$ cat src/rtl/spi_slave_sync.sv
// SPI mode-0 slave with every pin resampled into the clk domain.
// Edges on the synchronized ssn/sclk drive a two-state IDLE/SHIFT engine with 1-entry TX and RX buffers.
module spi_slave_sync #(
  parameter int WIDTH       = 8,
  parameter int SYNC_STAGES = 2
) (
  input  logic             clk,
  input  logic             rst,
  input  logic             ssn,
  input  logic             sclk,
  input  logic             mosi,
  output logic             miso,
  output logic             miso_oe,
  input  logic [WIDTH-1:0] tx_data,
  input  logic             tx_valid,
  output logic             tx_ready,
  output logic [WIDTH-1:0] rx_data,
  output logic             rx_valid,
  input  logic             rx_ready,
  output logic             busy,
  output logic             overrun
);

  localparam int CNT_W = (WIDTH > 1) ? $clog2(WIDTH) : 1;
  localparam logic [CNT_W-1:0] LAST_BIT = CNT_W'(WIDTH - 1);

  typedef enum logic {
    IDLE  = 1'b0,
    SHIFT = 1'b1
  } state_t;

  logic [SYNC_STAGES-1:0] ssn_sync_q, ssn_sync_d;
  logic [SYNC_STAGES-1:0] sclk_sync_q, sclk_sync_d;
  logic [SYNC_STAGES-1:0] mosi_sync_q, mosi_sync_d;
  logic                   ssn_dly_q, ssn_dly_d;
  logic                   sclk_dly_q, sclk_dly_d;

  state_t                 state_q, state_d;
  logic [CNT_W-1:0]       bit_cnt_q, bit_cnt_d;
  logic [WIDTH-1:0]       tx_shift_q, tx_shift_d;
  logic [WIDTH-1:0]       rx_shift_q, rx_shift_d;
  logic                   frame_done_q, frame_done_d;
  logic [WIDTH-1:0]       txbuf_q, txbuf_d;
  logic                   txbuf_full_q, txbuf_full_d;
  logic [WIDTH-1:0]       rx_data_q, rx_data_d;
  logic                   rx_valid_q, rx_valid_d;
  logic                   overrun_q, overrun_d;
  logic                   miso_q, miso_d;
  logic                   miso_oe_q, miso_oe_d;
  logic                   busy_q, busy_d;

  logic             ssn_s, sclk_s, mosi_s;
  logic             ssn_fall, ssn_rise, sclk_rise, sclk_fall;
  logic             load;
  logic [WIDTH-1:0] rx_next;

  always_comb begin
    ssn_sync_d[0]  = ssn;
    sclk_sync_d[0] = sclk;
    mosi_sync_d[0] = mosi;
    for (int i = 1; i < SYNC_STAGES; i++) begin
      ssn_sync_d[i]  = ssn_sync_q[i-1];
      sclk_sync_d[i] = sclk_sync_q[i-1];
      mosi_sync_d[i] = mosi_sync_q[i-1];
    end
  end

  assign ssn_s      = ssn_sync_q[SYNC_STAGES-1];
  assign sclk_s     = sclk_sync_q[SYNC_STAGES-1];
  assign mosi_s     = mosi_sync_q[SYNC_STAGES-1];
  assign ssn_dly_d  = ssn_s;
  assign sclk_dly_d = sclk_s;

  assign ssn_fall  = ssn_dly_q & ~ssn_s;
  assign ssn_rise  = ~ssn_dly_q & ssn_s;
  assign sclk_rise = ~sclk_dly_q & sclk_s;
  assign sclk_fall = sclk_dly_q & ~sclk_s;

  assign rx_next = (rx_shift_q << 1) | WIDTH'(mosi_s);

  always_comb begin
    state_d      = state_q;
    bit_cnt_d    = bit_cnt_q;
    tx_shift_d   = tx_shift_q;
    rx_shift_d   = rx_shift_q;
    frame_done_d = frame_done_q;
    txbuf_d      = txbuf_q;
    txbuf_full_d = txbuf_full_q;
    rx_data_d    = rx_data_q;
    rx_valid_d   = rx_valid_q;
    overrun_d    = overrun_q;
    load         = 1'b0;

    if (rx_valid_q && rx_ready) begin
      rx_valid_d = 1'b0;
    end

    case (state_q)
      IDLE: begin
        if (ssn_fall) begin
          state_d      = SHIFT;
          bit_cnt_d    = '0;
          frame_done_d = 1'b0;
          load         = 1'b1;
        end
      end
      SHIFT: begin
        if (ssn_rise) begin
          state_d      = IDLE;
          bit_cnt_d    = '0;
          tx_shift_d   = '0;
          rx_shift_d   = '0;
          frame_done_d = 1'b0;
        end else if (sclk_rise) begin
          rx_shift_d = rx_next;
          if (bit_cnt_q == LAST_BIT) begin
            bit_cnt_d    = '0;
            frame_done_d = 1'b1;
            // An unconsumed byte wins; the new one is dropped and flagged.
            if (rx_valid_q && !rx_ready) begin
              overrun_d = 1'b1;
            end else begin
              rx_data_d  = rx_next;
              rx_valid_d = 1'b1;
            end
          end else begin
            bit_cnt_d = bit_cnt_q + 1'b1;
          end
        end else if (sclk_fall) begin
          if (frame_done_q) begin
            load         = 1'b1;
            frame_done_d = 1'b0;
          end else begin
            tx_shift_d = tx_shift_q << 1;
          end
        end
      end
      default: state_d = IDLE;
    endcase

    // Load sees the buffer as it was before this cycle; a same-cycle write only refills it.
    if (load) begin
      tx_shift_d   = txbuf_full_q ? txbuf_q : '0;
      txbuf_d      = '0;
      txbuf_full_d = 1'b0;
    end
    if (tx_valid && !txbuf_full_q) begin
      txbuf_d      = tx_data;
      txbuf_full_d = 1'b1;
    end

    miso_d    = (state_d == SHIFT) ? tx_shift_d[WIDTH-1] : 1'b0;
    miso_oe_d = (state_d == SHIFT);
    busy_d    = (state_d == SHIFT);
  end

  always_ff @(posedge clk) begin
    if (rst) begin
      ssn_sync_q   <= '1;
      sclk_sync_q  <= '0;
      mosi_sync_q  <= '0;
      ssn_dly_q    <= 1'b1;
      sclk_dly_q   <= 1'b0;
      state_q      <= IDLE;
      bit_cnt_q    <= '0;
      tx_shift_q   <= '0;
      rx_shift_q   <= '0;
      frame_done_q <= 1'b0;
      txbuf_q      <= '0;
      txbuf_full_q <= 1'b0;
      rx_data_q    <= '0;
      rx_valid_q   <= 1'b0;
      overrun_q    <= 1'b0;
      miso_q       <= 1'b0;
      miso_oe_q    <= 1'b0;
      busy_q       <= 1'b0;
    end else begin
      ssn_sync_q   <= ssn_sync_d;
      sclk_sync_q  <= sclk_sync_d;
      mosi_sync_q  <= mosi_sync_d;
      ssn_dly_q    <= ssn_dly_d;
      sclk_dly_q   <= sclk_dly_d;
      state_q      <= state_d;
      bit_cnt_q    <= bit_cnt_d;
      tx_shift_q   <= tx_shift_d;
      rx_shift_q   <= rx_shift_d;
      frame_done_q <= frame_done_d;
      txbuf_q      <= txbuf_d;
      txbuf_full_q <= txbuf_full_d;
      rx_data_q    <= rx_data_d;
      rx_valid_q   <= rx_valid_d;
      overrun_q    <= overrun_d;
      miso_q       <= miso_d;
      miso_oe_q    <= miso_oe_d;
      busy_q       <= busy_d;
    end
  end

  assign miso     = miso_q;
  assign miso_oe  = miso_oe_q;
  assign busy     = busy_q;
  assign tx_ready = ~txbuf_full_q;
  assign rx_data  = rx_data_q;
  assign rx_valid = rx_valid_q;
  assign overrun  = overrun_q;

endmodule

$ cat config.mk
export PLATFORM = sky130hd
export DESIGN_NAME = spi_slave_sync
export DESIGN_NICKNAME = d
export VERILOG_FILES = /design/src/rtl/spi_slave_sync.sv
export SDC_FILE = /design/constraint.sdc
export NUM_CORES = 1
export LEC_CHECK = 0
export ABC_CLOCK_PERIOD_IN_PS = 3310
export CORE_UTILIZATION = 36
export DETAILED_ROUTE_END_ITERATION = 7
export GPL_TIMING_DRIVEN = 0
export SYNTH_ARGS = -nofsm -noshare
export SYNTH_HDL_FRONTEND = slang
export SYNTH_SLANG_ARGS = --single-unit
$ cat constraint.sdc
create_clock -name clk -period 3.31 [get_ports clk]
set_input_delay 0.8275 -clock clk [delete_from_list [all_inputs] [get_ports clk]]
set_output_delay 0.8275 -clock clk [all_outputs]
set_load 0.03 [all_outputs]
# Yosys cells after proc, flatten, opt, wreduce, memory -nomap -nowiden
# Index checks and enable logic that the tools add are counted.
# W data, S select, Z words.
dict set report word_totals {
  inputBits 15
  reg_bits 48
  word_cells 93
  mem_count 0
  output_inout_bits 14
  latchBits 0
  rom_bits 0
  mem_bits_rw 0
}
dict set report op_classes {
  add_sub_neg 1
  n_lt_le_gt_ge 0
  reduce_logical 16
  n_bitwise 14
  shift 0
  n_div 0
  multipliers 0
  mux 38
  n_eq_ne 7
}
# cell n
set op_table {}
lappend op_table {{$mux W8} 9}
lappend op_table {{$mux W1} 19}
lappend op_table {{$mux W7} 2}
lappend op_table {{$mux W3} 4}
lappend op_table {{$reduce_and A5 Y1} 2}
lappend op_table {{$not A1 Y1} 9}
lappend op_table {{$or A8 B1 Y8} 1}
lappend op_table {{$ne A3 B1 Y1 const B} 2}
lappend op_table {{$pmux W1 S2} 3}
lappend op_table {{$pmux W3 S2} 1}
lappend op_table {{$reduce_bool A2 Y1} 3}
lappend op_table {{$and A1 B1 Y1} 4}
lappend op_table {{$ne A4 B1 Y1 const B} 1}
lappend op_table {{$ne A4 B3 Y1 const B} 1}
lappend op_table {{$reduce_and A2 Y1} 2}
lappend op_table {{$reduce_and A4 Y1} 1}
lappend op_table {{$add A3 B1 Y3 const B} 1}
lappend op_table {{$eq A3 B3 Y1 const B} 1}
lappend op_table {{$logic_and A1 B1 Y1} 3}
lappend op_table {{$ne A3 B2 Y1 const B} 1}
lappend op_table {{$reduce_and A3 Y1} 1}
lappend op_table {{$reduce_bool A3 Y1} 1}
lappend op_table {{$logic_not A1 Y1} 2}
lappend op_table {{$ne A2 B2 Y1 const B} 1}
lappend op_table {{$reduce_or A2 Y1} 1}

# Logic depth before layout (Yosys ltp)
# Gate-level depths: netlist of the first run.
dict set report depth {
  ltp_word 8
  mapped_depth 8
  depth_no_buf 6
}

# Worst setup path before layout of the first run
# Ideal clock, no wire load.
dict set report synth_timing {
  kind {input port to flip-flop}
  startpoint {input port rst}
  endpoint {register txbuf_q[0]}
  path_slack_ps 1501
  cell_stages 4
  path_buffers 3
  arrival_time_ps 1668
  setup_time_ps 141
  t_required_ps 3169
  path_cell_list {clkbuf_1 > clkbuf_1 > buf_1 > a21oi_1}
}
# item line_no
set synth_rtl {}
lappend synth_rtl {{start, declared} 8} ;# input logic rst,
lappend synth_rtl {{end signal, assigned} 188} ;# txbuf_q <= txbuf_d;
lappend synth_rtl {{end, declared} 43} ;# logic [WIDTH-1:0] txbuf_q, txbuf_d;
# No word-level cell between the ends.

# Worst setup path after layout of the first run
dict set report layout_timing {
  startpoint {register txbuf_full_q}
  endpoint {output port tx_ready}
}
dict set report layout_between {
  elab_chain_cells 1
}
# item line_no
set layout_rtl {}
lappend layout_rtl {{start, declared} 44} ;# logic txbuf_full_q, txbuf_full_d;
lappend layout_rtl {{start signal, assigned} 189} ;# txbuf_full_q <= txbuf_full_d;
lappend layout_rtl {{$not A1 Y1} 202} ;# assign tx_ready = ~txbuf_full_q;
lappend layout_rtl {{end, declared} 16} ;# output logic tx_ready,
# No other way between the ends.

==> impl_summary.txt, run 1 <==
----------------------------------------------------
[Outcome]
  Outcome ... finished clean

[Clock tree]
  CTS root buf ... clkbuf_8
  Number of buffers inserted by hold repair at cts ... 0
  Clock transition time at the flip-flop clock pins of the worst setup and hold paths ... around 0.080 ns
  Post-CTS setup repair buffer count ... 0
  H-tree levels ... 2
  Cells resized by post-CTS repair ... 0
  Clock Sinks ... 48
  CTS tree ... yes
  Insertion delay to the later sink of the worst-skew pair ... 0.29 ns
  Max clock buf depth ... 2
  TritonCTS buffer count ... 5

[Floorplan]
  Number of placement rows ... 27
  Width of the die ... around 78 um
  Initial core utilization ... between 30% and 40%
  Die Footprint ... between 6000 and 7000 sq um
  I/O pins ... 29
  Die H ... between 70 and 80 um
  Core Region ... roughly 5500 sq um

[GRT]
  Tot GR Track Use ... between 10 and 15%
  Leftover overflow at the end of global routing ... 0
  Global-route wire length before repair ... 6.97 mm
  Via count of the first global-routing pass ... roughly 1500
  Largest net degree at the start of global routing ... 14
  Initial antenna violation count ... 0

[Yosys]
  Cell with the most instances after synthesis ... dfxtp_1
  Area share of the largest cell type after synthesis ... a little under half
  Unique masters post-synth ... between 40 and 50
  Yosys reg bits ... 48
  Sequential area share after synthesis ... a little under half
  Cell taking the most area after synthesis ... dfxtp_1
  Commonest register cell after synthesis ... dfxtp_1
  Mean instance size in the synthesized netlist ... a little under 10 sq um
  Commonest cells in the synthesized netlist ... dfxtp_1, a21oi_1, nand2b_1
  Number of warnings reported in the yosys synthesis log ... 0
  Area of the mapped netlist ... ~2100 sq um
  Synth Instances ... around 210
  Number of enable-type register cells in the synthesized netlist ... 0
  Cell types occupying the most area after synthesis ... dfxtp_1, nand2b_1, a21oi_1
  Total nets after synthesis ... about 230
  Share of flip-flops with an asynchronous set or reset after synthesis ... 0%

[Pwr]
  Ratio of total power to cell area ... ~420 nW/um^2
  Leakage power summed over all cells ... slightly below 0.9 nW
  Total power ... 1.07 mW
  Worst IR drop on VDD ... ~0.00028 V

[Worst hold path]
  Min-delay worst type ... flop to flop

[STA]
  Achievable clock frequency ... 394 MHz
  Worst-Margin Slew ... approximately 0.63 ns
  Final period demand of the worst path ... between 2 and 3 ns
  Endpoints failing hold ... 0
  Slew Viols, Final ... 0
  Relative slew margins ... 58.2%
  Tcrit/Tclk final ... roughly 77%
  Worst Hold Slack ... about 0.42 ns
  Setup WS post-layout ... between 0.7 and 0.8 ns
  RSZ-0062 raised after global routing ... no
  Clock Skews ... 0.00669 ns
  Final setup violation count ... 0
  Final TNS setup ... 0 ns

[Layout]
  Final std cell area, no fill ... 2530 sq um
  Fill cells ... 581
  Ratio of cells with drive above 1 in the final layout ... between 10% and 20%
  Non-filler instance count after layout ... around 320
  Layout overhead on the synthesized area ... 22.0%
  Fraction of the core area covered by cells at the end of the flow ... roughly 46%
  Final net count ... roughly 270
  Diode insertion count for antenna repair ... 0

[Detailed routing]
  Detail Route Antenna Nets ... 0
  Total via count in the routed design ... 1601
  DRC viols ... 0
  Average wire length per cell after detail routing ... 12.4 um
  Pre-antenna DRT Iters ... 4
  Total wire length after detailed routing ... 3.94 mm
  Via count normalized by instance count ... approximately 5.0
  Initial drt markers ... 73

[Setup path]
  Total buffers and inverters traversed by the critical path ... 3
  Arrival time at the worst endpoint ... roughly 1.7 ns
  Nature of the critical path endpoint ... output pin
  Delay contributed by the slowest stage of the critical path ... around 0.61 ns
  Setup CP Type ... flop to output pin
  Slowest library cell on the worst path ... clkdlybuf4s50_1
  Top delay family on crit path ... buffers and inverters
  Maximum fanout encountered on the critical timing path ... 10
  Critical-path cell list ... clkbuf_1 > inv_1 > clkdlybuf4s50_1
  Data required time at the worst endpoint ... about 2.5 ns
  Kind of launch point of the worst setup path ... flop

[Placed design]
  Worst Setup Slack post-DPL ... 1.01 ns
  Post-placement cell count ... between 300 and 400
  Detailed-placement wirelength estimate ... about 2.8 mm
  Gpl congestion ... 0.733
  Count of input and output buffers ... 27
  Post-placement cell area ... roughly 2400 sq um

[Job]
  Max-cap check violation count ... 0

----------------------------------------------------
-- flip-flops by register name, summed over array words and instances, names as in the netlist, 2 cells and up --
name,flops
rx_data,8
tx_shift_q,8
txbuf_q,8
rx_shift_q,7
bit_cnt_q,3
mosi_sync_q,2
sclk_sync_q,2
ssn_sync_q,2
-- cell usage in the layout, fill, tap and decap left out, types with 6 or more instances in the layout --
cell type and n:
nand3_1 11, nor2_1 13, a211oi_2 6, mux2i_1 8, dfxtp_1 48, nand2b_1 16
nor3_1 6, clkbuf_1 6, nand2_1 13, a21oi_1 16, a32oi_1 6, a22oi_1 7
clkbuf_8 7, nor2b_1 7, clkdlybuf4s50_1 27
-- layer usage --
layer	up-vias	global-route usage, %	wire length [um]
li1	814	-	-
met1	754	17.7	1910
met2	27	24.6	1840
met3	6	3.76	149
met4	0	5.28	47
met5	-	0	0
-- final cells by class --
cell class                      instances  area (sq um)  share of cell area, %
Multi-Input combinational cell        144          1000                   39.7
Sequential cell                        48           961                   38.0
Timing Repair Buffer                   27           270                   10.7
Clock buffer                            7          96.3                   3.81
Tap cell                               72          90.1                   3.56
Buffer                                 15          88.8                   3.51
Inverter                                5          18.8                  0.742
-- logic make-up (layout without fill, tap and decap cells) --
group                      after synthesis  in the layout  synth area share (%)
buffers and inverters                   20             54                  5.19
muxes                                    8              8                  3.86
and+or+nand+nor                         85             85                  24.1
adders and majority gates                4              4                  2.42
DFF                                     48             48                  46.4
AOI/OAI and AO/OA                       47             47                  18.1
-- where the power goes --
group	total [mW]	switching [mW]	internal (mW)
clock network	0.365	0.178	0.186
registers	0.603	0.0103	0.593
logic	0.0997	0.0535	0.0462
total	1.07	0.242	0.825
-- worst register-to-register path, cell delays in order (launching register included) --
cell,delay (ns)
dfxtp_1,0.34
inv_1,0.05
ha_1,0.16
buf_2,0.17
or3b_4,0.41
and3_2,0.23
a221oi_2,0.22
o21ai_0,0.15
-- path summary, 6_finish.rpt --
| kind | from | to | slack, ns | cells after the start |
|---|---|---|---|---|
| setup / recovery | txbuf_full_q | tx_ready | 0.77 | 3 |
| hold / removal | ssn_sync_q[0] | ssn_sync_q[1] | 0.42 | 1 |
| setup reg to reg | sclk_dly_q | miso | 1.46 | 7 |
| hold reg to reg | ssn_sync_q[0] | ssn_sync_q[1] | 0.42 | 1 |
Power figures use the tool's default switching activity.
==> inputs of run 2 (changes only) <==
ABC_CLOCK_PERIOD_IN_PS = 2450   (was 3310)
clock period = 2.45 ns   (was 3.31 ns; I/O delays follow)
==> impl_summary.txt, run 2 (synthesis results as in run 1) <==
----------------------------------------------------
[Setup path]
  Nature of the critical path endpoint ... output pin
  Setup CP Type ... flop to output pin
  Critical-path cell list ... buf_4 > clkdlybuf4s50_1
  Total buffers and inverters traversed by the critical path ... 2 (-1)
  Slowest library cell on the worst path ... clkdlybuf4s50_1
  Worst setup slack for register-to-register paths ... 0.60 ns (-0.86 ns)
  Arrival time at the worst endpoint ... 1.63 ns (-0.08 ns)
  Maximum fanout encountered on the critical timing path ... 7 (-3)
  Delay contributed by the slowest stage of the critical path ... 0.65 ns (+0.04 ns)
  Data required time at the worst endpoint ... 1.84 ns (-0.64 ns)
  Top delay family on crit path ... buffers and inverters
  Number of cells on the critical path ... 2 (-1)
  Worst reg2reg path depth ... 7 (unchanged)
  Kind of launch point of the worst setup path ... flop

[Floorplan]
  Die H ... 77.9 um (unchanged)
  Die Footprint ... 6060 sq um (unchanged)
  Initial core utilization ... 37.4% (unchanged)
  Number of placement rows ... 27 (unchanged)
  Core Region ... 5540 sq um (unchanged)
  Width of the die ... 77.9 um (unchanged)
  I/O pins ... 29 (unchanged)

[Clock tree]
  Insertion delay to the later sink of the worst-skew pair ... 0.29 ns (about the same)
  H-tree levels ... 2 (unchanged)
  Clock transition time at the flip-flop clock pins of the worst setup and hold paths ... 0.08 ns (about the same)
  Max clock buf depth ... 2 (unchanged)
  CTS tree ... yes
  Clock Sinks ... 48 (unchanged)
  TritonCTS buffer count ... 5 (unchanged)
  CTS root buf ... clkbuf_8

[Pwr]
  Worst IR drop on VDD ... 0.000375 V (+35%)
  Total power ... 1.44 mW (+35%)
  Ratio of total power to cell area ... 570 nW/um^2 (+35%)
  Leakage power summed over all cells ... 0.872 nW (+0.37%)

[STA]
  Slew Viols, Final ... 0 (unchanged)
  Clock Skews ... 0.00718 ns (+0.000484 ns)
  RSZ-0062 raised after global routing ... no
  Endpoints failing hold ... 0 (unchanged)
  Relative slew margins ... 58.1% (about the same)
  Tcrit/Tclk final ... 91.5%
  Final setup violation count ... 0 (unchanged)
  Worst-Margin Slew ... 0.628 ns (+0.000273 ns)
  Worst Hold Slack ... 0.417 ns (-0.000146 ns)
  Final TNS setup ... 0 ns (unchanged)
  Final period demand of the worst path ... between 2 and 2.5 ns
  Setup WS post-layout ... 0.209 ns (-0.561 ns)
  Achievable clock frequency ... 446 MHz

[Detailed routing]
  DRC viols ... 0 (unchanged)
  Pre-antenna DRT Iters ... 4 (unchanged)
  Via count normalized by instance count ... 5.03 (unchanged)
  Total via count in the routed design ... 1601 (unchanged)
  Average wire length per cell after detail routing ... 12.4 um (-0.13%)
  Total wire length after detailed routing ... 3.94 mm (-0.13%)
  Detail Route Antenna Nets ... 0 (unchanged)
  Initial drt markers ... 72 (-1.4%)

[Placed design]
  Post-placement cell count ... 311 (unchanged)
  Post-placement cell area ... 2430 sq um (unchanged)
  Count of input and output buffers ... 27 (unchanged)
  Worst Setup Slack post-DPL ... 0.367 ns (-0.645 ns)
  Gpl congestion ... 0.733 (unchanged)
  Detailed-placement wirelength estimate ... 2.76 mm (unchanged)

[GRT]
  Largest net degree at the start of global routing ... 14 (unchanged)
  Via count of the first global-routing pass ... 1502 (unchanged)
  Initial antenna violation count ... 0 (unchanged)
  Leftover overflow at the end of global routing ... 0 (unchanged)
  Tot GR Track Use ... 14.6% (unchanged)
  Global-route wire length before repair ... 6.97 mm (unchanged)

[Outcome]
  Outcome ... finished clean

[Layout]
  Fill cells ... 580 (-0.17%)
  Most common cell after layout, fill and taps aside ... dfxtp_1
  Diode insertion count for antenna repair ... 0 (unchanged)
  Final std cell area, no fill ... 2530 sq um (about the same)
  Fraction of the core area covered by cells at the end of the flow ... 45.7% (about the same)
  Ratio of cells with drive above 1 in the final layout ... 14.6% (+0.41 points)
  Most used cells in the layout excluding fill and tap cells ... dfxtp_1, clkdlybuf4s50_1, nand2b_1, a21oi_1
  Non-filler instance count after layout ... 318 (unchanged)
  Register area ... 961 sq um (unchanged)
  Final net count ... 265 (unchanged)
  Layout overhead on the synthesized area ... 22.1% (about the same)
  Total area of multi-input combinational cells ... 1000 sq um (unchanged)

[Worst hold path]
  Count of cells along the worst hold path ... 1 (unchanged)
  Min-delay worst type ... flop to flop

[Job]
  Max-cap check violation count ... 0 (unchanged)

----------------------------------------------------
[run 2: cell type report]
type	instances	share of cell area, %
multi-input combinational	144	39.7
sequential	48	38.0
timing repair buffer	27	10.7
clock buffer	7	3.81
buffer	15	3.56
tap	72	3.56
inverter	5	0.742
[run 2: report_power, final]
group	total [mW]	leakage (nW)	internal, mW	switching, mW
Combinational	0.135	0.431	0.0627	0.0722
Clock	0.492	0.0503	0.252	0.240
Sequential	0.815	0.390	0.801	0.0140
Total	1.44	0.872	1.12	0.326
[run 2: path summary, 6_finish.rpt]
path	start	end
min	ssn_sync_q[0]	ssn_sync_q[1]
min reg2reg	ssn_sync_q[0]	ssn_sync_q[1]
max reg2reg	sclk_dly_q	miso
max	busy	miso_oe
[run 2: metal layers]
metal | vias to the layer above | GRT usage (%) | wire [um]
met5 | - | 0 | 0
met4 | 0 | 5.28 | 47
met3 | 6 | 3.76 | 154
met2 | 27 | 24.6 | 1840
met1 | 753 | 17.7 | 1900
li1 | 815 | - | -
[run 2: timing repair]
item / CTS / global route
hold buffers: 0 / 0
buffers inserted: 0 / 0
endpoints found under the setup margin: 0 / 1
gates resized for setup: 0 / 2
endpoints found under the hold margin: 0 / 0
[run 2: worst reg2reg max path, cell delays in order (launching register included)]
cell      delay (ns)
dfxtp_1         0.34
inv_1           0.05
ha_1            0.16
buf_2           0.17
or3b_4          0.41
and3_2          0.23
a221oi_2        0.22
o21ai_0         0.15
==> inputs of run 3 (changes only) <==
CORE_ASPECT_RATIO = 1.2   (was unset)
SKIP_LAST_GASP = 1   (was unset)
==> impl_summary.txt, run 3 (synthesis results as in run 1) <==
----------------------------------------------------
[Outcome]
  Outcome ... finished with violations
  Violated checks ... DRC

[Setup path]
  Arrival time at the worst endpoint ... 1.66 ns (+0.03 ns)
  Data required time at the worst endpoint ... 1.84 ns (about the same)
  Reg2reg start ... sclk_dly_q
  Worst setup path endpoint ... miso_oe
  Worst reg2reg path depth ... 7 (unchanged)
  Maximum fanout encountered on the critical timing path ... 7 (unchanged)
  Nature of the critical path endpoint ... output pin
  Setup CP Type ... flop to output pin
  Kind of launch point of the worst setup path ... flop
  First element of the critical path ... busy
  Delay contributed by the slowest stage of the critical path ... 0.65 ns (about the same)
  R2r endpoint ... tx_shift_q[1]
  Worst setup slack for register-to-register paths ... 0.64 ns (+0.04 ns)
  Slowest library cell on the worst path ... clkdlybuf4s50_1
  Critical-path cell list ... buf_4 > clkdlybuf4s50_1

[Clock tree]
  CTS root buf ... clkbuf_8
  Max clock buf depth ... 2 (unchanged)
  Clock transition time at the flip-flop clock pins of the worst setup and hold paths ... 0.10 ns (+0.02 ns)
  H-tree levels ... 2 (unchanged)
  TritonCTS buffer count ... 5 (unchanged)
  CTS tree ... yes
  Clock Sinks ... 48 (unchanged)
  Insertion delay to the later sink of the worst-skew pair ... 0.31 ns (+0.02 ns)
  Cells resized by post-CTS repair ... 0 (unchanged)

[Pwr]
  Leakage power summed over all cells ... 0.872 nW (about the same)
  Ratio of total power to cell area ... 607 nW/um^2 (+6.5%)
  Worst IR drop on VDD ... 0.000344 V (-8.2%)

[Job]
  Max-cap check violation count ... 0 (unchanged)

[Floorplan]
  Initial core utilization ... 38.3% (+0.93 points)
  Die Footprint ... 6060 sq um (about the same)
  Number of placement rows ... 29 (+7.4%)
  Die H ... 85.1 um (+9.3%)
  Width of the die ... 71.3 um (-8.5%)
  I/O pins ... 29 (unchanged)
  Core Region ... 5410 sq um (-2.4%)

[STA]
  Endpoints failing hold ... 0 (unchanged)
  RSZ-0062 raised after global routing ... no
  Slew Viols, Final ... 0 (unchanged)
  Final TNS setup ... 0 ns (unchanged)
  Final setup violation count ... 0 (unchanged)
  Achievable clock frequency ... 439 MHz (-1.6%)
  Tcrit/Tclk final ... 92.9% (+1.5 points)
  Final period demand of the worst path ... 2.28 ns (+0.0357 ns)
  Relative slew margins ... 61.3% (+3.2 points)
  Worst-Margin Slew ... 0.580 ns (-0.0479 ns)
  Clock Skews ... 0.0106 ns (+0.00341 ns)
  Worst Hold Slack ... 0.420 ns (+0.00346 ns)

[Layout]
  Most common cell after layout, fill and taps aside ... dfxtp_1
  Diode insertion count for antenna repair ... 0 (unchanged)
  Fraction of the core area covered by cells at the end of the flow ... 46.8% (+1.2 points)
  Most used cells in the layout excluding fill and tap cells ... dfxtp_1, clkdlybuf4s50_1, nand2b_1, a21oi_1
  Ratio of cells with drive above 1 in the final layout ... 14.6% (unchanged)
  Layout overhead on the synthesized area ... 22.2% (about the same)
  Final net count ... 264 (-0.38%)

[Detailed routing]
  Via count normalized by instance count ... 5.16 (+2.5%)
  Total via count in the routed design ... 1590 (-0.69%)
  Detail Route Antenna Nets ... 0 (unchanged)
  DRC viols ... 2 (+2)
  Initial drt markers ... 61 (-15%)
  Pre-antenna DRT Iters ... 6 (+2)
  Average wire length per cell after detail routing ... 12.9 um (+4.0%)
  Total wire length after detailed routing ... 3.97 mm (+0.71%)

[Placed design]
  Count of input and output buffers ... 27 (unchanged)
  Gpl congestion ... 0.748 (+2.2%)
  Detailed-placement wirelength estimate ... 2.88 mm (+4.2%)

[Worst hold path]
  Count of cells along the worst hold path ... 1 (unchanged)
  Min-delay worst type ... flop to flop

[GRT]
  Initial antenna violation count ... 0 (unchanged)
  Via count of the first global-routing pass ... 1463 (-2.6%)
  Tot GR Track Use ... 14.0% (-0.55 points)
  Leftover overflow at the end of global routing ... 0 (unchanged)
  Global-route wire length before repair ... 6.64 mm (-4.8%)
  Largest net degree at the start of global routing ... 17 (+3)

----------------------------------------------------
run 3: cell types whose count changed in the layout (fill, tap and decap cells not counted):
cell | before | now
inv_6 | 0 | 1
bufinv_16 | 0 | 1
clkbuf_8 | 7 | 5
clkbuf_2 | 1 | 0
clkinvlp_4 | 0 | 1
run 3: how the worst min path moves through the flow:
stage,slack (ns),startpoint,end
after floorplan,0.39,ssn_sync_q[0],ssn_sync_q[1]
after global placement,0.39,ssn_sync_q[0],ssn_sync_q[1]
after detailed placement,0.40,ssn_sync_q[0],ssn_sync_q[1]
after CTS,0.42,ssn_sync_q[0],ssn_sync_q[1]
after global routing,0.45,ssn_sync_q[0],ssn_sync_q[1]
final,0.42,ssn_sync_q[0],ssn_sync_q[1]
run 3: through the flow:
| stage | std cells | setup slack [ns] | power (mW) | instance area, sq um |
|---|---|---|---|---|
| 2_1_floorplan | 212 | 0.781 | 0.919 | 2070 |
| 3_3_place_gp | 301 | 0.439 | 0.968 | 2420 |
| 3_5_place_dp | 301 | 0.431 | 0.970 | 2420 |
| 4_1_cts | 309 | 0.0917 | 1.55 | 2530 |
| 5_1_grt | 308 | 0.112 | 1.60 | 2530 |
| 6_report | 308 | 0.173 | 1.54 | 2530 |
run 3: cell type report:
class	count	area [sq um]
repair buffers	27	270
inverters	5	18.8
clock buffers	5	68.8
clock inverters	3	46.3
well taps	62	77.6
plain buffers	14	85.1
multi-input cells	144	1000
flip-flops and latches	48	961
fillers	524	2880
run 3: report_power, final:
group	switching (mW)	total (mW)	internal (mW)	leakage (nW)
registers	0.0182	0.820	0.801	0.390
clock network	0.281	0.588	0.308	0.0548
logic	0.0671	0.129	0.0618	0.427
total	0.366	1.54	1.17	0.872
run 3: per-layer routing:
| layer | GRT usage [%] | wire length, um | vias to the layer above |
|---|---|---|---|
| met4 | 5.45 | 63 | 0 |
| met2 | 24.5 | 1950 | 32 |
| met5 | 0 | 0 | - |
| met3 | 3.68 | 119 | 7 |
| li1 | - | - | 817 |
| met1 | 16.2 | 1830 | 734 |
run 3: what timing repair did:
action / CTS / global route
hold buffers: 0 / 0
setup endpoints to repair: 0 / 1
buffers inserted: 0 / 0
run 3: worst max-delay path, delay by kind of cell (launching register included):
| family | cells | cell delay (ns) |
|---|---|---|
| buffers and inverters | 2 | 0.82 |
| DFF | 1 | 0.53 |
